### src/rtl/tp_ntt_pkg.sv
// Shared types and helpers for the TP-NTT pass scheduler: FSM states, sizing helpers and
// default pipeline latencies.
package tp_ntt_pkg;

  typedef enum logic [2:0] {
    StIdle,
    StIssue,
    StDrain,
    StGap,
    StFin
  } sched_state_e;

  localparam int unsigned DEF_BTF_LAT = 8;
  localparam int unsigned DEF_RD_LAT  = 2;
  localparam int unsigned DEF_AG_LAT  = 2;

  function automatic int unsigned clog2(input int unsigned value);
    int unsigned res;
    res = 0;
    while ((64'd1 << res) < 64'(value)) begin
      res = res + 1;
    end
    return res;
  endfunction

  function automatic int unsigned depth(input int unsigned n, input int unsigned tp);
    return n / tp;
  endfunction

endpackage

### src/rtl/tp_ntt_delay_line.sv
// 1-bit shift-register delay of LEN cycles; LEN=0 passes the input straight through.
module tp_ntt_delay_line #(
  parameter int unsigned LEN = 2
) (
  input  logic i_clk,
  input  logic i_rst,
  input  logic i_d,
  output logic o_q
);

  if (LEN == 0) begin : g_bypass
    logic w_unused;
    assign w_unused = i_clk ^ i_rst;
    assign o_q      = i_d;
  end else if (LEN == 1) begin : g_one
    logic r_q;
    always_ff @(posedge i_clk) begin
      if (!i_rst) begin
        r_q <= 1'b0;
      end else begin
        r_q <= i_d;
      end
    end
    assign o_q = r_q;
  end else begin : g_sr
    logic [LEN-1:0] r_sr;
    always_ff @(posedge i_clk) begin
      if (!i_rst) begin
        r_sr <= '0;
      end else begin
        r_sr <= {r_sr[LEN-2:0], i_d};
      end
    end
    assign o_q = r_sr[LEN-1];
  end

endmodule

### src/rtl/ntt_pass_sched.sv
// Multi-pass TP-NTT scheduler: issues DEPTH address-generator starts per pass, aligns read and
// write strobes through delay lines, ping-pongs banks. TP_NTT_SCHED_CYCLE_CNT_EN adds cyc_count.
module ntt_pass_sched
  import tp_ntt_pkg::*;
#(
  parameter int unsigned N        = 128,
  parameter int unsigned TP       = 8,
  parameter int unsigned n2       = 2,
  parameter int unsigned BTF_LAT  = DEF_BTF_LAT,
  parameter int unsigned RD_LAT   = DEF_RD_LAT,
  parameter int unsigned AG_LAT   = DEF_AG_LAT,
  localparam int unsigned STAGE_W = (n2 > 1) ? clog2(n2) : 1
) (
  input  logic               clk,
  input  logic               rst,
  input  logic               start,
  output logic               ready,
  output logic               busy,
  output logic               done,
  output logic [STAGE_W-1:0] stage,
  output logic               bank_sel,
  output logic               agen_start,
  output logic               rd_en,
  output logic               wr_en,
`ifdef TP_NTT_SCHED_CYCLE_CNT_EN
  output logic [31:0]        cyc_count,
`endif
  output logic               wr_last
);

  localparam int unsigned DEPTH  = depth(N, TP);
  localparam int unsigned CTR_W  = clog2(DEPTH);
  localparam int unsigned WR_LAT = RD_LAT + BTF_LAT;

  sched_state_e       r_state;
  logic [CTR_W-1:0]   r_issue_ctr;
  logic               r_ready;
  logic               r_busy;
  logic               r_done;
  logic [STAGE_W-1:0] r_stage;
  logic               r_bank;
  logic               r_agen;

  logic w_agen_last;
  logic w_rd_en;
  logic w_rd_last;
  logic w_wr_en;
  logic w_wr_last;
  logic w_last_stage;

  // Tag that rides alongside the final agen_start of a pass to mark the final write.
  assign w_agen_last  = r_agen && (r_issue_ctr == CTR_W'(DEPTH - 1));
  assign w_last_stage = (r_stage == STAGE_W'(n2 - 1));

  tp_ntt_delay_line #(.LEN(AG_LAT)) u_rd_dly (
    .i_clk (clk),
    .i_rst (rst),
    .i_d   (r_agen),
    .o_q   (w_rd_en)
  );

  tp_ntt_delay_line #(.LEN(AG_LAT)) u_rd_last_dly (
    .i_clk (clk),
    .i_rst (rst),
    .i_d   (w_agen_last),
    .o_q   (w_rd_last)
  );

  tp_ntt_delay_line #(.LEN(WR_LAT)) u_wr_dly (
    .i_clk (clk),
    .i_rst (rst),
    .i_d   (w_rd_en),
    .o_q   (w_wr_en)
  );

  tp_ntt_delay_line #(.LEN(WR_LAT)) u_wr_last_dly (
    .i_clk (clk),
    .i_rst (rst),
    .i_d   (w_rd_last),
    .o_q   (w_wr_last)
  );

  always_ff @(posedge clk) begin
    if (!rst) begin
      r_state     <= StIdle;
      r_issue_ctr <= '0;
      r_ready     <= 1'b1;
      r_busy      <= 1'b0;
      r_done      <= 1'b0;
      r_stage     <= '0;
      r_bank      <= 1'b0;
      r_agen      <= 1'b0;
    end else begin
      r_done <= 1'b0;
      unique case (r_state)
        StIdle: begin
          if (start) begin
            r_state     <= StIssue;
            r_ready     <= 1'b0;
            r_busy      <= 1'b1;
            r_agen      <= 1'b1;
            r_issue_ctr <= '0;
            r_stage     <= '0;
            r_bank      <= 1'b0;
          end
        end
        StIssue: begin
          if (r_issue_ctr == CTR_W'(DEPTH - 1)) begin
            r_agen      <= 1'b0;
            r_issue_ctr <= '0;
            // Only reachable with every latency at zero: the pass ends as it is issued.
            if (w_wr_last) begin
              r_state <= w_last_stage ? StFin : StGap;
              r_done  <= w_last_stage;
            end else begin
              r_state <= StDrain;
            end
          end else begin
            r_issue_ctr <= r_issue_ctr + CTR_W'(1);
          end
        end
        StDrain: begin
          // wr_last is the last tag injected, so both lines are empty once it emerges.
          if (w_wr_last) begin
            r_state <= w_last_stage ? StFin : StGap;
            r_done  <= w_last_stage;
          end
        end
        StGap: begin
          r_state <= StIssue;
          r_stage <= r_stage + STAGE_W'(1);
          r_bank  <= ~r_bank;
          r_agen  <= 1'b1;
        end
        StFin: begin
          r_state <= StIdle;
          r_ready <= 1'b1;
          r_busy  <= 1'b0;
        end
        default: begin
          r_state <= StIdle;
          r_ready <= 1'b1;
          r_busy  <= 1'b0;
          r_agen  <= 1'b0;
        end
      endcase
    end
  end

`ifdef TP_NTT_SCHED_CYCLE_CNT_EN
  logic [31:0] r_cyc;

  always_ff @(posedge clk) begin
    if (!rst) begin
      r_cyc <= '0;
    end else if (r_state == StIdle && start) begin
      r_cyc <= '0;
    end else if (r_busy && (r_cyc != 32'hFFFF_FFFF)) begin
      r_cyc <= r_cyc + 32'd1;
    end
  end

  assign cyc_count = r_cyc;
`endif

  assign ready      = r_ready;
  assign busy       = r_busy;
  assign done       = r_done;
  assign stage      = r_stage;
  assign bank_sel   = r_bank;
  assign agen_start = r_agen;
  assign rd_en      = w_rd_en;
  assign wr_en      = w_wr_en;
  assign wr_last    = w_wr_last;

endmodule

### config.mk
export PLATFORM = sky130hd
export DESIGN_NAME = ntt_pass_sched
export DESIGN_NICKNAME = d
export VERILOG_FILES = /design/src/rtl/tp_ntt_pkg.sv /design/src/rtl/tp_ntt_delay_line.sv /design/src/rtl/ntt_pass_sched.sv
export SDC_FILE = /design/constraint.sdc
export NUM_CORES = 1
export LEC_CHECK = 0
export ABC_AREA = 1
export ABC_CLOCK_PERIOD_IN_PS = 1200
export CORE_ASPECT_RATIO = 0.9
export CORE_UTILIZATION = 46
export DETAILED_ROUTE_END_ITERATION = 16
export PLACE_DENSITY = 0.69
export SLEW_MARGIN = 5
export SYNTH_ARGS = -nofsm -noshare
export SYNTH_HDL_FRONTEND = slang
export SYNTH_SLANG_ARGS = --single-unit
### constraint.sdc
create_clock -name clk -period 1.2 [get_ports clk]
set_input_delay 0.12 -clock clk [delete_from_list [all_inputs] [get_ports clk]]
set_output_delay 0.12 -clock clk [all_outputs]
set_load 0.02 [all_outputs]
-- Word-level counts from Yosys, hierarchy flattened
Cells that the tools add are included.
- add/subtract/negate cells: 2
- equal/unequal tests: 8
- multiplexer cells: 20
- bitwise gates (word level): 3
- reduce and logical (&&, ||, !) cells: 11
- operators with widths (cell ; number):
    3-bit two-way mux ; 5
    3-bit one-hot mux with 4 select lines ; 1
    1-bit one-hot mux with 2 select lines ; 5
    4-bit two-way mux ; 2
    4-bit one-hot mux with 2 select lines ; 1
    3-bit by 2-bit equality test with 1-bit output (second input constant) ; 2
    2-bit AND reduction ; 3
    3-bit AND reduction ; 2
    1-bit two-way mux ; 5
    4-bit by 1-bit adder with 4-bit output (second input constant) ; 1
    4-bit equality test (second input constant) ; 1
    2-bit inequality test (second input constant) ; 2
    1-bit one-hot mux with 4 select lines ; 1
    2-bit nonzero test ; 2
    3-bit by 1-bit equality test with 1-bit output (second input constant) ; 1
    3-bit equality test (second input constant) ; 1
    3-bit logical NOT ; 1
    1-bit NOT ; 3
    3-bit OR reduction ; 1
    2-bit by 1-bit inequality test with 1-bit output (second input constant) ; 1
    2-bit OR reduction ; 1
    1-bit adder (second input constant) ; 1
    1-bit logical AND ; 1
- flip-flop bits (word level): 37
- bits of input ports: 3
- output and inout port bits: 9
- word-level logic and storage cells: 56

-- Depth between registers and ports, before layout
Gate-level depths: netlist of run 1.
- word-level depth: 4
- depth in mapped cells: 8
- depth with buffers taken out: 8

-- Modules after synthesis
A second synthesis of run 1 with hierarchy kept.
- cells, all modules: 169
- area, all modules: 1340.0 um^2
- by module, submodules not included (module ; instances ; cells an instance ; area each (um^2) ; seq. area each (um^2)):
    ntt_pass_sched ; 1 ; 95 ; 656.9 ; 260.2
    tp_ntt_delay_line at u_wr_dly ... ; 2 ; 31 ; 286.5 ; 200.2
    tp_ntt_delay_line at u_rd_dly ... ; 2 ; 6 ; 55.1 ; 40.0

-- Least setup slack after synthesis of run 1
No wires, ideal clock.
- kind: flip-flop to flip-flop
- from: reg r_issue_ctr[0]
- to: reg r_state[0]
- setup time: 66 ps
- data arrival time: 1046 ps
- required time: 1134 ps
- path slack: 87 ps
- stages on the path, launching flop included: 8
- path buffers: 0
- period minus slack after synthesis: 1113 ps
- path through: dfxtp_1 > ha_1 > nand3_2 > nand3_2 > nand2_1 > nor2_1 > nand2_1 > a21oi_2
- longest elaborated chain between the ends: 3
- ends and longest elaborated chain (what ; line ; RTL):
    from (decl) ; ntt_pass_sched.sv:36 ; logic [CTR_W-1:0] r_issue_ctr;
    from (signal assigned) ; ntt_pass_sched.sv:119 ; r_issue_ctr <= r_issue_ctr + CTR_W'(1);
    4-bit equality test ; ntt_pass_sched.sv:108 ; if (r_issue_ctr == CTR_W'(DEPTH - 1)) begin
    2-bit inequality test (no line) ; - ;
    3-bit AND reduction (no line) ; - ;
    to (signal assigned) ; ntt_pass_sched.sv:113 ; r_state <= w_last_stage ? StFin : StGap;
    to (signal assigned) ; ntt_pass_sched.sv:116 ; r_state <= StDrain;
    to (signal assigned) ; ntt_pass_sched.sv:125 ; r_state <= w_last_stage ? StFin : StGap;
    to (decl) ; ntt_pass_sched.sv:35 ; sched_state_e r_state;
No other way between the ends.
A chain may end at the register's enable or synchronous reset.

-- Final worst setup path of run 1
- from: reg r_agen (netlist: agen_start)
- to: out agen_start
- RTL lines (what ; line ; RTL):
    from (decl) ; ntt_pass_sched.sv:42 ; logic r_agen;
    from (signal assigned) ; ntt_pass_sched.sv:92 ; r_agen <= 1'b0;
    from (signal assigned) ; ntt_pass_sched.sv:101 ; r_agen <= 1'b1;
    from (signal assigned) ; ntt_pass_sched.sv:109 ; r_agen <= 1'b0;
    to (decl) ; ntt_pass_sched.sv:22 ; output logic agen_start,
No word-level cell between the ends.

==> results of run 1 <==
## sequential cells by signal, summed over array words and instances (netlist names)
name                     cells
stage                        1
r_state                      3
u_rd_last_dly.g_sr.r_sr      2
ready                        1
r_issue_ctr                  4
u_wr_dly.g_sr.r_sr          10
agen_start                   1
u_wr_last_dly.g_sr.r_sr     10
busy                         1
u_rd_dly.g_sr.r_sr           2
done                         1
bank_sel                     1
## layer usage
layer  wire [microns]  track usage  up-vias  share of wire
li1                 -            -      523              -
met1             1070        0.208      461           0.47
met2             1060        0.289       27           0.46
met3              117       0.0519        5          0.051
met4               45       0.0952        0          0.020
met5                0            0        -              0
## through the flow
| stage | worst slack (ns) | hold WS (ns) |
|---|---|---|
| after global placement | -0.0532 | 0.392 |
| after global routing | -0.0275 | 0.426 |
| final | 0.0560 | 0.419 |
| after floorplan | 0.0871 | 0.280 |
| after CTS | 0.00721 | 0.421 |
| after detailed placement | -0.0915 | 0.397 |
## synthesized netlist by cell type
cell                        n  area, sq um
sky130_fd_sc_hd__o21ai_2    1         8.76
sky130_fd_sc_hd__buf_2      3         15.0
sky130_fd_sc_hd__nand3_2    2         20.0
sky130_fd_sc_hd__dfxtp_1   37          741
sky130_fd_sc_hd__nor2_4     1         11.3
sky130_fd_sc_hd__nor3_1     3         15.0
sky130_fd_sc_hd__nand3_1    9         45.0
sky130_fd_sc_hd__inv_1     31          116
sky130_fd_sc_hd__o21a_1     1         7.51
sky130_fd_sc_hd__a21oi_1    7         35.0
sky130_fd_sc_hd__nor2_2     3         18.8
sky130_fd_sc_hd__inv_2      4         15.0
sky130_fd_sc_hd__o21ai_0    4         20.0
sky130_fd_sc_hd__ha_1       1         12.5
sky130_fd_sc_hd__a21oi_2    2         17.5
sky130_fd_sc_hd__nand2_2    3         18.8
sky130_fd_sc_hd__nand4_1    2         12.5
sky130_fd_sc_hd__nand2_1   37          139
sky130_fd_sc_hd__nor2_1     6         22.5
sky130_fd_sc_hd__o21bai_1   1         7.51
sky130_fd_sc_hd__o21ai_1    1         5.00
## final timing paths
check	from	endpoint	slack (ns)	depth (start not counted)
max	agen_start	agen_start	0.06	1
min	u_wr_dly.g_sr.r_sr[2]	u_wr_dly.g_sr.r_sr[3]	0.42	2
max reg2reg	r_state[0]	r_issue_ctr[3]	0.09	7
min reg2reg	u_wr_dly.g_sr.r_sr[2]	u_wr_dly.g_sr.r_sr[3]	0.42	2
## final cells by class
class | instances | area, sq um | share of cell area
Clock buffer | 7 | 55.1 | 0.0343
Tap cell | 38 | 47.5 | 0.0297
Sequential cell | 37 | 746 | 0.465
Multi-Input combinational cell | 84 | 454 | 0.283
Timing Repair Buffer | 18 | 166 | 0.104
Inverter | 35 | 134 | 0.0835
## report_power, final
group          leakage, nW  internal, W  switching [W]
clock               0.0314     0.000277       0.000364
sequential           0.301      0.00133      0.0000905
combinational        0.531     0.000319       0.000484
total                0.863      0.00193       0.000939
## worst reg2reg max path: stages, from the launching register on
cell and delay [ns]:
sky130_fd_sc_hd__dfxtp_2 0.39, sky130_fd_sc_hd__inv_2 0.07, sky130_fd_sc_hd__nor2_4 0.13, sky130_fd_sc_hd__nand2_2 0.08
sky130_fd_sc_hd__inv_2 0.12, sky130_fd_sc_hd__nor2_4 0.07, sky130_fd_sc_hd__nand2_1 0.08, sky130_fd_sc_hd__a21oi_2 0.06
## cell families after synthesis
| family | count (synthesis) |
|---|---|
| adders and majority gates | 1 |
| and+or+nand+nor | 66 |
| AOI/OAI and AO/OA | 17 |
| DFF | 37 |
| buffers and inverters | 38 |
## repair_timing
| item | CTS | global route |
|---|---|---|
| endpoints found under the setup margin | 10 | 9 |
| resized for setup | 10 | 12 |
| hold buffers | 0 | 0 |
| hold endpoints to repair | 0 | 0 |
| pin swaps | 0 | 1 |
==> metrics.txt, run 1 <==
# TYPE chip_impl_metric gauge
chip_impl_metric{name="finish.utilization",unit=""} 0.623
chip_impl_info{name="crit_family",value="flip-flops"} 1
chip_impl_metric{name="p_per_area",unit="mW/mm^2"} 1790
chip_impl_metric{name="final_design_area_no_fill",unit="sq mm"} 0.00160
chip_impl_metric{name="drv.max_cap_violation_count",unit=""} 0
chip_impl_metric{name="detail_route.wl_per_cell",unit="microns"} 10.5
chip_impl_metric{name="relative_slew_slack",unit=""} 0.804
chip_impl_metric{name="timing.final.crit_share",unit=""} 0.953
chip_impl_metric{name="clkLatencyLatePin",unit="ns"} 0.32
chip_impl_info{name="largest_family_of_logic_cells_by_synthesized_area",value="simple AND/OR/NAND/NOR gates"} 1
chip_impl_metric{name="synth_sequential_area_ratio",unit=""} 0.568
chip_impl_info{name="holdCritPathClass",value="flop to flop"} 1
chip_impl_info{name="clock_tree_from_tritoncts",value="done"} 1
chip_impl_metric{name="synthXorXnorAreaFrac",unit=""} 0
chip_impl_metric{name="synth-compound-area-share",unit=""} 0.0777
chip_impl_metric{name="fmax",unit="MHz"} 874
chip_impl_metric{name="setup_total_negative_slack",unit="ns"} 0
chip_impl_metric{name="yosys-mux-area-fraction",unit=""} 0
chip_impl_metric{name="postRouteWirelength",unit="mm"} 2.29
chip_impl_metric{name="floorplan.initialDensity",unit=""} 0.507
chip_impl_metric{name="pin_count",unit=""} 12
chip_impl_metric{name="synth_simple_gate_area_frac",unit=""} 0.232
chip_impl_metric{name="synth-seq-cells",unit=""} 37
chip_impl_metric{name="wire_length_of_the_first_global_routing_pass",unit="mm"} 3.91
chip_impl_metric{name="static-leakage-power",unit="nW"} 0.863
chip_impl_metric{name="initial_antenna_violation_count",unit=""} 0
chip_impl_metric{name="final_power",unit="W"} 0.00287
chip_impl_metric{name="synth.yosys.warnings",unit=""} 0
chip_impl_metric{name="final_setup_violation_count",unit=""} 0
chip_impl_info{name="mostFrequentLayoutCell",value="sky130_fd_sc_hd__nand2_1"} 1
chip_impl_metric{name="post-place-cells",unit=""} 212
chip_impl_metric{name="worstPathRequired",unit="ns"} 1.08
chip_impl_info{name="endpoint_kind",value="output pin"} 1
chip_impl_metric{name="tightestPinTransition",unit="ns"} 0.294
chip_impl_metric{name="syn-instance-count",unit=""} 159
chip_impl_metric{name="gp_routability_congestion",unit=""} 0.824
chip_impl_metric{name="final.setup_skew",unit="ns"} 0.00855
chip_impl_metric{name="finish.net_count",unit=""} 185
chip_impl_metric{name="ant_nets",unit=""} 0
chip_impl_info{name="clockRootBuffer",value="sky130_fd_sc_hd__clkbuf_4"} 1
chip_impl_info{name="rsz0062_at_grt",value="yes"} 1
chip_impl_metric{name="grt-ovfl-total",unit=""} 0
chip_impl_metric{name="layoutNonFillerInstCount",unit=""} 219
chip_impl_metric{name="diodes_inserted",unit=""} 0
chip_impl_metric{name="final.min_clock_period",unit="ns"} 1.14
chip_impl_info{name="setup_crit_start_kind",value="flop"} 1
chip_impl_metric{name="drt_drc_violations_left",unit=""} 0
chip_impl_metric{name="groute.usage.overall",unit=""} 0.176
chip_impl_metric{name="post-cts-setup-buffers",unit=""} 0
chip_impl_metric{name="clkTransAtPathRegs",unit="ns"} 0.11
chip_impl_info{name="outcome",value="finished clean"} 1
chip_impl_metric{name="critical_path.max_stage_delay",unit="ns"} 0.38
chip_impl_info{name="timing.critical_path.cells",value="clkdlybuf4s15_1"} 1
chip_impl_metric{name="clkSinkCount",unit=""} 37
chip_impl_metric{name="avg_synthesized_cell_area",unit="sq um"} 8.20
chip_impl_metric{name="signed_area_change_from_the_synthesized_netlist_to_the_final_layout",unit="%"} 22.9
chip_impl_metric{name="synth.cell_area",unit="sq mm"} 0.00130
chip_impl_metric{name="synth_fa_ha_area_frac",unit=""} 0.00960
chip_impl_metric{name="die_y",unit="microns"} 52.5
chip_impl_metric{name="h-tree-depth",unit=""} 2
chip_impl_metric{name="grt_start_max_net_pins",unit=""} 15
chip_impl_metric{name="final_layout_size_suffix_gt1_frac",unit=""} 0.188
chip_impl_metric{name="yosysUniqueCellTypes",unit=""} 21
chip_impl_metric{name="fp.dieArea",unit="sq mm"} 0.00305
chip_impl_metric{name="place_area",unit="sq mm"} 0.00151
chip_impl_metric{name="crit_arrival",unit="ns"} 1.02
chip_impl_metric{name="vias_per_inst",unit=""} 4.64
chip_impl_metric{name="crit_fanout",unit=""} 2
chip_impl_metric{name="final_max_slew_viol_count",unit=""} 0
chip_impl_metric{name="placement.io_buffers",unit=""} 11
chip_impl_metric{name="place_hpwl",unit="mm"} 1.59
chip_impl_metric{name="num_rows",unit=""} 17
chip_impl_metric{name="routed-via-count",unit=""} 1016
chip_impl_metric{name="width_of_the_chip",unit="microns"} 58.1
chip_impl_info{name="final_cell_mix",value="37 x sky130_fd_sc_hd__nand2_1, 33 x sky130_fd_sc_hd__dfxtp_1, 31 x sky130_fd_sc_hd__inv_1, 9 x sky130_fd_sc_hd__nand3_1"} 1
chip_impl_info{name="critPathSlowestCell",value="sky130_fd_sc_hd__dfxtp_1"} 1
chip_impl_metric{name="hold_viol",unit=""} 0
chip_impl_metric{name="synth.net_count",unit=""} 163
chip_impl_metric{name="cp_num_buf_inv",unit=""} 1
chip_impl_metric{name="grt_pass1_vias",unit=""} 927
chip_impl_metric{name="drt_first_iter_violations",unit=""} 27
chip_impl_metric{name="first_pass_detailed_route_iteration_total",unit=""} 4
chip_impl_metric{name="coreArea",unit="sq mm"} 0.00257
chip_impl_metric{name="ctsLongestPathBuffers",unit=""} 2
chip_impl_metric{name="cts_inserted_buffers",unit=""} 5
chip_impl_info{name="criticalPathCategory",value="flop to output pin"} 1
chip_impl_metric{name="num-fill-cells",unit=""} 245
chip_impl_metric{name="worst_vdd_ir",unit="mV"} 1.05
Note: power is estimated with default switching activity, not from simulation.
==> inputs of run 2 (changes only) <==
==> constraint.sdc (replaced) <==
create_clock -name clk -period 1.2 [get_ports clk]
set_input_delay 0.24 -clock clk [delete_from_list [all_inputs] [get_ports clk]]
set_output_delay 0.24 -clock clk [all_outputs]
set_load 0.02 [all_outputs]
==> run 2 against run 1 <==
Compared with the run above: critical path depth up 6; wire length fell by 3.1%; die area stayed put; combinational power fell by 3.2%; non-clock buffer count increased by 1; core utilization is 0.53 points lower; critical path type is now flop to flop; highest routed layer unchanged.
==> metrics.txt, run 2 (synthesized netlist as in run 1, its figures left out) <==
# TYPE chip_impl_metric gauge
chip_impl_metric{name="ant_nets",unit=""} 0
chip_impl_info{name="timing.critical_path.cells",value="ha_4, nand3_4, nand3_4, nand2_1, nor2_1, nand2_1, a21oi_2"} 1
chip_impl_info{name="rsz0062_at_grt",value="yes"} 1
chip_impl_metric{name="clkSinkCount",unit=""} 37
chip_impl_metric{name="static-leakage-power",unit="nW"} 0.862
chip_impl_metric{name="cp_num_buf_inv",unit=""} 0
chip_impl_metric{name="clkLatencyLatePin",unit="ns"} 0.33
chip_impl_metric{name="postRouteWirelength",unit="mm"} 2.22
chip_impl_info{name="crit_family",value="simple AND/OR/NAND/NOR gates"} 1
chip_impl_metric{name="worstPathRequired",unit="ns"} 1.47
chip_impl_info{name="mostFrequentLayoutCell",value="sky130_fd_sc_hd__nand2_1"} 1
chip_impl_metric{name="routed-via-count",unit=""} 1002
chip_impl_metric{name="drv.max_cap_violation_count",unit=""} 0
chip_impl_metric{name="detail_route.wl_per_cell",unit="microns"} 10.1
chip_impl_metric{name="place_hpwl",unit="mm"} 1.57
chip_impl_metric{name="cts.hold.buffers_added",unit=""} 0
chip_impl_metric{name="fmax",unit="MHz"} 891
chip_impl_metric{name="num-fill-cells",unit=""} 248
chip_impl_metric{name="critical_path.max_stage_delay",unit="ns"} 0.37
chip_impl_metric{name="final.min_clock_period",unit="ns"} 1.12
chip_impl_info{name="final_cell_mix",value="37 x sky130_fd_sc_hd__nand2_1, 33 x sky130_fd_sc_hd__dfxtp_1, 31 x sky130_fd_sc_hd__inv_1, 9 x sky130_fd_sc_hd__nand3_1"} 1
chip_impl_metric{name="p_per_area",unit="mW/mm^2"} 1840
chip_impl_metric{name="hold_viol",unit=""} 0
chip_impl_metric{name="final_power",unit="W"} 0.00292
chip_impl_metric{name="grt_pass1_vias",unit=""} 949
chip_impl_metric{name="relative_slew_slack",unit=""} 0.798
chip_impl_metric{name="final_layout_size_suffix_gt1_frac",unit=""} 0.251
chip_impl_metric{name="final.setup_skew",unit="ns"} 0.0148
chip_impl_metric{name="first_pass_detailed_route_iteration_total",unit=""} 4
chip_impl_metric{name="grt_start_max_net_pins",unit=""} 15
chip_impl_info{name="criticalPathCategory",value="flop to flop"} 1
chip_impl_info{name="endpoint_kind",value="flop"} 1
chip_impl_metric{name="die_y",unit="microns"} 52.5
chip_impl_metric{name="crit_arrival",unit="ns"} 1.39
chip_impl_metric{name="vias_per_inst",unit=""} 4.53
chip_impl_metric{name="place_area",unit="sq mm"} 0.00151
chip_impl_metric{name="finish.utilization",unit=""} 0.617
chip_impl_metric{name="diodes_inserted",unit=""} 0
chip_impl_info{name="critPathSlowestCell",value="sky130_fd_sc_hd__dfxtp_2"} 1
chip_impl_metric{name="worst_vdd_ir",unit="mV"} 1.03
chip_impl_metric{name="clkTransAtPathRegs",unit="ns"} 0.12
chip_impl_metric{name="initial_antenna_violation_count",unit=""} 0
chip_impl_metric{name="final_setup_violation_count",unit=""} 0
chip_impl_metric{name="width_of_the_chip",unit="microns"} 58.1
chip_impl_info{name="clockRootBuffer",value="sky130_fd_sc_hd__clkbuf_4"} 1
chip_impl_metric{name="floorplan.initialDensity",unit=""} 0.507
chip_impl_metric{name="finish.net_count",unit=""} 186
chip_impl_metric{name="coreArea",unit="sq mm"} 0.00257
chip_impl_metric{name="ctsLongestPathBuffers",unit=""} 2
chip_impl_metric{name="drt_first_iter_violations",unit=""} 28
chip_impl_metric{name="groute.usage.overall",unit=""} 0.178
chip_impl_metric{name="fp.dieArea",unit="sq mm"} 0.00305
chip_impl_metric{name="crit_fanout",unit=""} 4
chip_impl_metric{name="tightestPinTransition",unit="ns"} 0.303
chip_impl_info{name="clock_tree_from_tritoncts",value="done"} 1
chip_impl_info{name="reg.largest.list",value="u_wr_dly.g_sr.r_sr (10), u_wr_last_dly.g_sr.r_sr (10), r_issue_ctr (4)"} 1
chip_impl_metric{name="final_max_slew_viol_count",unit=""} 0
chip_impl_info{name="setup_crit_start_kind",value="flop"} 1
chip_impl_metric{name="h-tree-depth",unit=""} 2
chip_impl_info{name="holdCritPathClass",value="flop to flop"} 1
chip_impl_metric{name="gp_routability_congestion",unit=""} 0.835
chip_impl_metric{name="pin_count",unit=""} 12
chip_impl_metric{name="setup_total_negative_slack",unit="ns"} 0
chip_impl_info{name="outcome",value="finished clean"} 1
chip_impl_metric{name="signed_area_change_from_the_synthesized_netlist_to_the_final_layout",unit="%"} 21.9
chip_impl_metric{name="grt-ovfl-total",unit=""} 0
chip_impl_metric{name="timing.final.crit_share",unit=""} 0.935
chip_impl_metric{name="final_design_area_no_fill",unit="sq mm"} 0.00159
chip_impl_metric{name="placement.io_buffers",unit=""} 11
chip_impl_metric{name="drt_drc_violations_left",unit=""} 0
chip_impl_metric{name="num_rows",unit=""} 17
chip_impl_metric{name="cts_inserted_buffers",unit=""} 5
chip_impl_metric{name="wire_length_of_the_first_global_routing_pass",unit="mm"} 3.95
## run 2: tightest hold or removal path, cell delays in order (launching register included)
cell                      delay (ns)
sky130_fd_sc_hd__dfxtp_1        0.31
sky130_fd_sc_hd__nand2_1        0.05
sky130_fd_sc_hd__inv_1          0.03
## run 2: worst paths after layout
path	start	to	slack, ns	cells past startpoint
worst max-delay path	r_issue_ctr[0]	r_state[0]	0.08	7
worst min register to register	u_wr_last_dly.g_sr.r_sr[0]	u_wr_last_dly.g_sr.r_sr[1]	0.42	2
worst min-delay path	u_wr_last_dly.g_sr.r_sr[0]	u_wr_last_dly.g_sr.r_sr[1]	0.42	2
worst max register to register	r_issue_ctr[0]	r_state[0]	0.08	7
## run 2: where the power goes
group	switching, W	leakage, nW	internal [W]	total (W)
sequential	0.0000874	0.301	0.00133	0.00142
combinational	0.000470	0.520	0.000307	0.000777
clock	0.000379	0.0413	0.000340	0.000719
## run 2: layout make-up
class / count / area, sq um / area share
clock inverters: 1 / 5.00 / 0.00315
inverters: 35 / 134 / 0.0843
repair buffers: 19 / 138 / 0.0866
multi-input cells: 84 / 454 / 0.286
flip-flops and latches: 37 / 746 / 0.469
clock buffers: 7 / 65.1 / 0.0409
well taps: 38 / 47.5 / 0.0299
## run 2: what timing repair did
action	in CTS	in global routing
endpoints found under the setup margin	12	15
pin swaps	0	0
gates resized for setup	30	15
buffers inserted	0	1
## run 2: per-layer routing
layer,GRT usage,share of wire,up-vias,routed length (microns)
met3,0.0519,0.045,2,101
met4,0.0833,0.0077,0,17
met1,0.200,0.45,453,993
met5,0,0,-,0
li1,-,-,527,-
met2,0.310,0.50,20,1110
## run 2: through the flow
step / hold slack, ns / setup slack (ns) / cells
after floorplan: 0.386 / 0.0871 / 159
after global placement: 0.393 / -0.176 / 212
after detailed placement: 0.398 / -0.194 / 212
after CTS: 0.418 / 0.00183 / 220
after global routing: 0.440 / -0.0347 / 221
final: 0.419 / 0.0777 / 221
==> inputs of run 3 (changes only) <==
- ABC_CLOCK_PERIOD_IN_PS: 1200 -> 1000
- PLACE_DENSITY: 0.69 -> 0.71
- clock period: 1.2 -> 1 ns (I/O delays scaled with it)
==> run 3 against run 2 <==
Compared with the run above: the flow now finishes with violations (setup timing); sequential share of layout area shrank 4.1 points; maximum frequency down 0.85%; global-route usage increased by 3.5 points; hold slack worse by 0.0022 ns; setup slack got worse by 0.21 ns.
==> metrics.txt, run 3 (synthesized netlist as in run 1, its figures left out) <==
# TYPE chip_impl_metric gauge
chip_impl_info{name="outcome",value="finished, violations left"} 1
chip_impl_info{name="violations",value="setup timing"} 1
chip_impl_metric{name="vias_per_inst",unit=""} 4.69
chip_impl_info{name="critPathSlowestCell",value="sky130_fd_sc_hd__dfxtp_4"} 1
chip_impl_metric{name="critical_path.max_stage_delay",unit="ns"} 0.40
chip_impl_metric{name="placement.io_buffers",unit=""} 11
chip_impl_info{name="clock_tree_from_tritoncts",value="done"} 1
chip_impl_metric{name="gp_routability_congestion",unit=""} 0.750
chip_impl_info{name="global_route.peak_usage_layer",value="met2"} 1
chip_impl_metric{name="drt_drc_violations_left",unit=""} 0
chip_impl_metric{name="final_critical_path_setup_slack",unit="ns"} -0.132
chip_impl_metric{name="clkSinkCount",unit=""} 37
chip_impl_metric{name="grt_pass1_vias",unit=""} 1074
chip_impl_metric{name="floorplan.initialDensity",unit=""} 0.507
chip_impl_metric{name="final.min_clock_period",unit="ns"} 1.13
chip_impl_metric{name="grt_use_met1",unit=""} 0.237
chip_impl_metric{name="register_area",unit="sq um"} 768
chip_impl_metric{name="num_rows",unit=""} 17
chip_impl_metric{name="cts_inserted_buffers",unit=""} 5
chip_impl_metric{name="h-tree-depth",unit=""} 2
chip_impl_metric{name="crit_arrival",unit="ns"} 1.41
chip_impl_metric{name="ctsLongestPathBuffers",unit=""} 2
chip_impl_metric{name="use_met3",unit=""} 0.0864
chip_impl_info{name="clockRootBuffer",value="sky130_fd_sc_hd__clkbuf_4"} 1
chip_impl_metric{name="die_y",unit="microns"} 52.5
chip_impl_metric{name="clkLatencyLatePin",unit="ns"} 0.34
chip_impl_metric{name="p_per_area",unit="mW/mm^2"} 2210
chip_impl_metric{name="clkTransAtPathRegs",unit="ns"} 0.11
chip_impl_metric{name="finish.net_count",unit=""} 197
chip_impl_metric{name="final.setup_skew",unit="ns"} 0.00471
chip_impl_info{name="rsz0062_at_grt",value="yes"} 1
chip_impl_metric{name="coreArea",unit="sq mm"} 0.00257
chip_impl_metric{name="diodes_inserted",unit=""} 0
chip_impl_metric{name="grt_start_max_net_pins",unit=""} 21
chip_impl_metric{name="final_layout_size_suffix_gt1_frac",unit=""} 0.387
chip_impl_info{name="crit_family",value="simple AND/OR/NAND/NOR gates"} 1
chip_impl_metric{name="first_pass_detailed_route_iteration_total",unit=""} 4
chip_impl_metric{name="crit_fanout",unit=""} 4
chip_impl_metric{name="routed-via-count",unit=""} 1087
chip_impl_metric{name="detail_route.wl_per_cell",unit="microns"} 12.0
chip_impl_info{name="holdCritPathClass",value="flop to flop"} 1
chip_impl_info{name="criticalPathCategory",value="flop to flop"} 1
chip_impl_metric{name="final_design_area_no_fill",unit="sq mm"} 0.00179
chip_impl_metric{name="cp_num_buf_inv",unit=""} 2
chip_impl_metric{name="initial_antenna_violation_count",unit=""} 0
chip_impl_metric{name="grtUsageMet2",unit=""} 0.358
chip_impl_metric{name="width_of_the_chip",unit="microns"} 58.1
chip_impl_metric{name="pre_cts_ws",unit="ns"} -0.336
chip_impl_metric{name="final_max_slew_viol_count",unit=""} 0
chip_impl_metric{name="worstPathRequired",unit="ns"} 1.28
chip_impl_info{name="reg.largest.list",value="u_wr_dly.g_sr.r_sr (10), u_wr_last_dly.g_sr.r_sr (10), r_issue_ctr (4)"} 1
chip_impl_metric{name="fp.dieArea",unit="sq mm"} 0.00305
chip_impl_metric{name="hold_viol",unit=""} 0
chip_impl_metric{name="worst_vdd_ir",unit="mV"} 1.37
chip_impl_info{name="mostFrequentLayoutCell",value="sky130_fd_sc_hd__nand2_1"} 1
chip_impl_metric{name="wire_length_of_the_first_global_routing_pass",unit="mm"} 4.65
chip_impl_metric{name="groute.usage.overall",unit=""} 0.213
chip_impl_metric{name="drv.max_cap_violation_count",unit=""} 0
chip_impl_metric{name="place_hpwl",unit="mm"} 1.80
chip_impl_info{name="timing.critical_path.cells",value="inv_4, nor2_4, nand2_2, inv_4, nand2_2, nand2_1, o21bai_1, nor2_1"} 1
chip_impl_metric{name="ant_nets",unit=""} 0
chip_impl_metric{name="pin_count",unit=""} 12
chip_impl_metric{name="num-fill-cells",unit=""} 203
chip_impl_metric{name="multi_input_area",unit="sq um"} 488
chip_impl_metric{name="grt-ovfl-total",unit=""} 0
chip_impl_metric{name="signed_area_change_from_the_synthesized_netlist_to_the_final_layout",unit="%"} 37.6
chip_impl_info{name="final_cell_mix",value="36 x sky130_fd_sc_hd__nand2_1, 30 x sky130_fd_sc_hd__inv_1, 23 x sky130_fd_sc_hd__dfxtp_1, 17 x sky130_fd_sc_hd__buf_4, 11 x sky130_fd_sc_hd__buf_6"} 1
chip_impl_info{name="endpoint_kind",value="flop"} 1
chip_impl_metric{name="postRouteWirelength",unit="mm"} 2.78
chip_impl_metric{name="final_power",unit="W"} 0.00397
chip_impl_metric{name="relative_slew_slack",unit=""} 0.773
chip_impl_metric{name="static-leakage-power",unit="nW"} 0.930
chip_impl_metric{name="cts.hold.buffers_added",unit=""} 0
chip_impl_metric{name="drt_first_iter_violations",unit=""} 54
chip_impl_metric{name="final_setup_violation_count",unit=""} 19
chip_impl_metric{name="place_area",unit="sq mm"} 0.00158
chip_impl_info{name="setup_crit_start_kind",value="flop"} 1
chip_impl_metric{name="timing.final.crit_share",unit=""} 1.13
chip_impl_metric{name="fmax",unit="MHz"} 883
chip_impl_metric{name="tightestPinTransition",unit="ns"} 0.341
-- run 3: cell count changes in the layout (fill, tap and decap cells not counted), sizes merged --
cell    delta
bufinv     +1
clkbuf     -3
buf       +13
-- run 3: area by class of cell --
| class | count | area share |
|---|---|---|
| well taps | 38 | 0.0265 |
| clock inverters | 2 | 0.0216 |
| clock buffers | 6 | 0.0230 |
| multi-input cells | 84 | 0.272 |
| inverters | 35 | 0.0774 |
| repair buffers | 30 | 0.151 |
| flip-flops and latches | 37 | 0.428 |
-- run 3: worst paths after layout --
path | slack (ns) | endpoint | depth (start not counted) | from
worst max register to register | -0.13 | r_state[1] | 8 | r_state[0]
worst min-delay path | 0.42 | u_wr_dly.g_sr.r_sr[9] | 2 | u_wr_dly.g_sr.r_sr[8]
worst min register to register | 0.42 | u_wr_dly.g_sr.r_sr[9] | 2 | u_wr_dly.g_sr.r_sr[8]
worst max-delay path | -0.13 | r_state[1] | 8 | r_state[0]
-- run 3: repair_timing --
item | CTS | global route
setup endpoints to repair | 21 | 23
pin swaps | 3 | 4
setup buffers | 1 | 3
resized for setup | 75 | 13
-- run 3: stage by stage --
stage,utilization,hold slack [ns],setup TNS [ns],std cells
2_1_floorplan,-,0.360,-0.0780,159
3_3_place_gp,0.615,0.392,-6.00,221
3_5_place_dp,0.615,0.400,-6.79,221
4_1_cts,0.677,0.425,-0.869,230
5_1_grt,0.697,0.439,-2.17,232
6_report,0.697,0.417,-1.14,232
-- run 3: worst reg2reg max path: cells and delay by family, from the launching register on --
kind            cells  cell delay [ns]
compound gates      1             0.07
simple gates        5             0.45
flops               1             0.40
buf+inv             2             0.15
-- run 3: per-layer routing --
metal,routed length (microns),share of wire
met1,1170,0.42
met2,1400,0.50
met3,125,0.045
met4,74,0.027
met5,0,0
-- run 3: power by group --
part	switching, W	internal [W]	total (W)
clock	0.000501	0.000532	0.00103
combinational	0.000678	0.000498	0.00118
sequential	0.000133	0.00163	0.00176
total	0.00131	0.00266	0.00397
==> RTL change 1: new RTL, settings of run 3 <==
Change the parameter `N` from 128 to 192.
--- a/src/rtl/ntt_pass_sched.sv
+++ b/src/rtl/ntt_pass_sched.sv
@@ -4,5 +4,5 @@
   import tp_ntt_pkg::*;
 #(
-  parameter int unsigned N        = 128,
+  parameter int unsigned N        = 192,
   parameter int unsigned TP       = 8,
   parameter int unsigned n2       = 2,
Formal check against the unedited RTL: same outputs for any inputs over 10 cycles, from zero or initial values and one cycle with rst low; that may be too few to reach the edited logic, so the function may still have changed.
==> RTL change 1 against run 3 <==
- the run still ends with negative setup slack left
- largest power group unchanged
- highest routed layer unchanged
- setup slack better by 2.3 ps
- routed wire length is 0.40% higher
- critical path depth is 2 lower
- cell count is 11% higher
- critical endpoint is now r_issue_ctr[0]
- sequential cell count is 1 higher
- area after synthesis is 8.2% higher
- final area is 5.9% higher
- power is 4.8% higher
==> RTL change 1: results (changes against run 3) <==
\begin{tabular}{lr}
\hline
Metric & Value \\
\hline
\multicolumn{2}{l}{\textbf{STA}} \\
Slew HR & 0.801 (was 0.773) \\
Worst-case clock skew & 13.5 ps (was 4.71 ps) \\
Post-layout worst setup margin & -130 ps (was -132 ps) \\
Number of setup violations in the final report & 15 (was 19) \\
Setup TNS & -1310 ps (was -1140 ps) \\
\multicolumn{2}{l}{\textbf{Placement}} \\
Placed instance count & 248 (was 221) \\
Final estimated routing congestion in global placement & 0.898 (was 0.750) \\
Placement Setup Slack & -320 ps (was -336 ps) \\
Post-Place Cell Area & 1720 sq um (was 1580 sq um) \\
\multicolumn{2}{l}{\textbf{Synthesis}} \\
Post-synth net total & 186 (was 163) \\
Largest cells by area after synthesis & dfxtp\_1 54\%, nand2\_1 13\%, inv\_1 9.8\%, nand3\_1 3.9\%, nor2\_1 3.7\% (was dfxtp\_1 57\%, nand2\_1 11\%, inv\_1 8.9\%, nand3\_1 3.5\%, a21oi\_1 2.7\%) \\
\multicolumn{2}{l}{\textbf{Layout}} \\
Number of non-clock buffers & 31 (was 30) \\
Proportion of layout cells with a drive suffix above 1 & 0.358 (was 0.387) \\
Final \#Nets & 221 (was 197) \\
Non-Clock Buffer Area Fraction & 0.153 (was 0.151) \\
Number of clock buffers in the layout & 7 (was 6) \\
Filler instances & 261 (was 203) \\
ClkCell Share & 0.0316 (was 0.0446) \\
Number of logic inverters in the finished layout & 40 (was 35) \\
\multicolumn{2}{l}{\textbf{Detailed routing}} \\
Met1 Wirelength & 1250 microns (was 1170 microns) \\
DR vias & 1,198 (was 1,087) \\
Total Wirelength & 2790 microns (was 2780 microns) \\
Initial DRC Count & 70 (was 54) \\
Detailed-routed wire length on met2 & 1420 microns (was 1400 microns) \\
\multicolumn{2}{l}{\textbf{Worst setup path}} \\
CP delay by family, top & flip-flops (was simple AND/OR/NAND/NOR gates) \\
Maximum cell stage delay along the critical path & 370 ps (was 400 ps) \\
\multicolumn{2}{l}{\textbf{Status}} \\
Outcome & finished with violations (unchanged) \\
Violated checks & negative setup slack (unchanged) \\
\multicolumn{2}{l}{\textbf{Floorplanning}} \\
Tapcells & 40 (was 38) \\
\multicolumn{2}{l}{\textbf{Global routing}} \\
Fraction of met1 tracks used by global routing & 0.215 (was 0.237) \\
Met2 usage in global routing & 0.313 (was 0.358) \\
Met3 Resource Use GR & 0.0520 (was 0.0864) \\
Global-route wire length before repair & 4300 microns (was 4650 microns) \\
\multicolumn{2}{l}{\textbf{Power}} \\
Maximum resistive drop on vdd & 0.00100 V (was 0.00137 V) \\
Static Leak & 1.02 nW (was 0.930 nW) \\
\hline
\end{tabular}
-- RTL change 1: cell types whose count changed in the layout (fill, tap and decap cells not counted), moves of 3 or more --
cell and change:
nand3_2 +4, nand2_1 +5, nand2_4 +3, nor2_1 +9
dfxtp_2 +3, inv_1 +6, buf_6 +3
-- RTL change 1: repair_timing --
item | in CTS | in global routing
resized for setup | 65 | 24
hold buffers | 0 | 0
setup buffers | 2 | 1
pin swaps | 3 | 7
gates cloned | 0 | 0
endpoints found under the setup margin | 21 | 22
-- RTL change 1: final timing paths --
| kind | slack (ps) | startpoint | endpoint |
|---|---|---|---|
| min reg2reg | 410 | u_wr_last_dly.g_sr.r_sr[5] | u_wr_last_dly.g_sr.r_sr[6] |
| max reg2reg | -130 | r_issue_ctr[1] | r_issue_ctr[0] |
| max | -130 | r_issue_ctr[1] | r_issue_ctr[0] |
| min | 410 | u_wr_last_dly.g_sr.r_sr[5] | u_wr_last_dly.g_sr.r_sr[6] |
-- RTL change 1: kinds of logic (layout without fill, tap and decap cells) --
kind of cell | after synthesis | count (layout) | share of synthesized area
buffers and inverters | 43 | 79 | 0.120
adder cells (fa/ha/maj) | 1 | 1 | 0.00887
AND/OR/NAND/NOR | 81 | 81 | 0.249
AO/OA/AOI/OAI | 19 | 19 | 0.0825
flip-flops | 38 | 38 | 0.539
-- RTL change 1: report_power, final --
| part | switching, mW | internal, mW |
|---|---|---|
| Combinational | 0.878 | 0.664 |
| Sequential | 0.150 | 1.67 |
| Clock | 0.457 | 0.341 |
-- RTL change 1: worst register-to-register path, stage by stage, from the launching register on --
cell     delay, ps
dfxtp_2        370
ha_4           140
nand2_2         60
nor2_1         180
nor2_4          60
o21ai_0        170
a21oi_1         60
==> RTL change 2: new RTL, settings of run 3 <==
Without the edit above. Re-encode `sched_state_e` (5 states) as one-hot, 5 bits wide.
--- a/src/rtl/tp_ntt_pkg.sv
+++ b/src/rtl/tp_ntt_pkg.sv
@@ -3,10 +3,10 @@
 package tp_ntt_pkg;
 
-  typedef enum logic [2:0] {
-    StIdle,
-    StIssue,
-    StDrain,
-    StGap,
-    StFin
+  typedef enum logic [4:0] {
+    StIdle  = 5'b00001,
+    StIssue = 5'b00010,
+    StDrain = 5'b00100,
+    StGap   = 5'b01000,
+    StFin   = 5'b10000
   } sched_state_e;
 
Function: same outputs for any inputs over 10 cycles, from zero or initial values and one cycle with rst low; not proved beyond that.
==> RTL change 2 against run 3 <==
- the flow still finishes with violations (negative setup slack)
- area after synthesis is 8.7% higher
- non-clock buffer count is 7 higher
- sequential cell count is 2 higher
- highest routed layer unchanged
- sequential power is 4% higher
- final area is 12% higher
- power is 8.6% higher
- routed wire length is 13% higher
- setup slack worse by 220 ps
==> RTL change 2: results (changes against run 3) <==
\begin{tabular}{lr}
\hline
Metric & Value \\
\hline
\multicolumn{2}{l}{\textbf{Status}} \\
Outcome & finished with violations (unchanged) \\
Violated checks & negative setup slack (unchanged) \\
\multicolumn{2}{l}{\textbf{Detailed routing}} \\
Met1 Wirelength & 1340 microns (was 1170 microns) \\
Detailed-routed wire length on met2 & 1610 microns (was 1400 microns) \\
Initial DRC Count & 60 (was 54) \\
WL met3 & 168 microns (was 125 microns) \\
\multicolumn{2}{l}{\textbf{Layout}} \\
Filler instances & 233 (was 203) \\
Final \#Nets & 225 (was 197) \\
Proportion of layout cells with a drive suffix above 1 & 0.419 (was 0.387) \\
\multicolumn{2}{l}{\textbf{STA}} \\
Worst-case clock skew & 13.2 ps (was 4.71 ps) \\
Slew HR & 0.806 (was 0.773) \\
Number of setup violations in the final report & 21 (was 19) \\
Post-layout worst setup margin & -348 ps (was -132 ps) \\
Setup TNS & -3860 ps (was -1140 ps) \\
\multicolumn{2}{l}{\textbf{Power}} \\
Maximum resistive drop on vdd & 0.00121 V (was 0.00137 V) \\
Power density over the cells & 2150 nW/um\^{}2 (was 2210 nW/um\^{}2) \\
\multicolumn{2}{l}{\textbf{Global routing}} \\
Pin count of the biggest net entering global routing & 17 (was 21) \\
Global-route wire length before repair & 4690 microns (was 4650 microns) \\
Combined global-route utilization of all metal layers & 0.203 (was 0.213) \\
\multicolumn{2}{l}{\textbf{Synthesis}} \\
Proportion of synthesized chip area in sequential cells & 0.551 (was 0.568) \\
Top cells by instance count after synthesis & 48 x nand2\_1, 39 x dfxtp\_1, 36 x inv\_1 (was 37 x dfxtp\_1, 37 x nand2\_1, 31 x inv\_1) \\
Largest cells by area after synthesis & dfxtp\_1 55\%, nand2\_1 13\%, inv\_1 9.5\%, nor2\_1 4.0\%, a21oi\_1 3.2\% (was dfxtp\_1 57\%, nand2\_1 11\%, inv\_1 8.9\%, nand3\_1 3.5\%, a21oi\_1 2.7\%) \\
Unique cell type count in the Yosys netlist & 20 (was 21) \\
\multicolumn{2}{l}{\textbf{Placement}} \\
Final estimated routing congestion in global placement & 0.874 (was 0.750) \\
Post-Place Cell Area & 1780 sq um (was 1580 sq um) \\
\multicolumn{2}{l}{\textbf{Worst setup path}} \\
Data arrival time of the worst path & 1630 ps (was 1410 ps) \\
Maximum cell stage delay along the critical path & 360 ps (was 400 ps) \\
\hline
\end{tabular}
==> RTL change 2: changes by cell type in the layout (fill, tap and decap cells not counted), sizes merged, moves of 2 or more <==
| cell | run 3 | this run |
|---|---|---|
| nor2 | 10 | 19 |
| nand3 | 11 | 9 |
| dfxtp | 37 | 39 |
| buf | 28 | 35 |
| o21ai | 6 | 4 |
| nand2 | 40 | 52 |
| inv | 35 | 37 |
| nor3 | 3 | 0 |
==> RTL change 2: what timing repair did <==
action	in CTS	in global routing
setup buffers	0	5
setup endpoints to repair	24	24
pin swaps	0	12
gates resized for setup	59	35
==> RTL change 2: area by class of cell <==
type	count	area share
Timing Repair Buffer	37	0.172
Clock buffer	6	0.0255
Sequential cell	39	0.399
Clock inverter	2	0.00810
Tap cell	40	0.0249
Multi-Input combinational cell	101	0.300
Inverter	37	0.0704
==> RTL change 2: per-layer routing <==
layer	vias to the layer above	GRT usage
met4	0	0.121
met3	2	0.0520
met5	-	0
met1	544	0.225
li1	620	-
met2	33	0.353
==> RTL change 2: worst paths after layout <==
path,startpoint,slack (ps),end
min reg2reg,u_wr_dly.g_sr.r_sr[8],410,u_wr_dly.g_sr.r_sr[9]
max reg2reg,r_state[2],-350,busy
min,u_wr_dly.g_sr.r_sr[8],410,u_wr_dly.g_sr.r_sr[9]
max,r_state[2],-350,busy
==> RTL change 2: metrics by stage <==
step	setup WS, ps	std cells	hold slack (ps)	util
global placement	-241	249	392	0.626
CTS	-230	257	412	0.655
detailed placement	-305	249	399	0.626
finish	-348	262	410	0.708
floorplan	-109	181	364	-
global route	-386	262	417	0.708
==> RTL change 2: logic make-up after synthesis <==
logic type               count (synthesis)  synth area share
adder cells (fa/ha/maj)                  1           0.00882
AO/OA/AOI/OAI                           15            0.0565
buffers and inverters                   41             0.109
flip-flops                              39             0.551
XOR/XNOR                                 1           0.00618
AND/OR/NAND/NOR                         84             0.269
==> RTL change 2: power breakdown <==
group          total, mW  switching (mW)  internal, mW
combinational       1.59           0.918         0.670
clock              0.893           0.546         0.347
sequential          1.83           0.126          1.70
total               4.31            1.59          2.72
==> RTL change 2: worst reg2reg max path, delay by kind of cell (launching register included) <==
kind                   cells  cell delay (ps)
AO/OA/AOI/OAI              1              120
buffers and inverters      1              130
flip-flops                 1              360
AND/OR/NAND/NOR            6              670
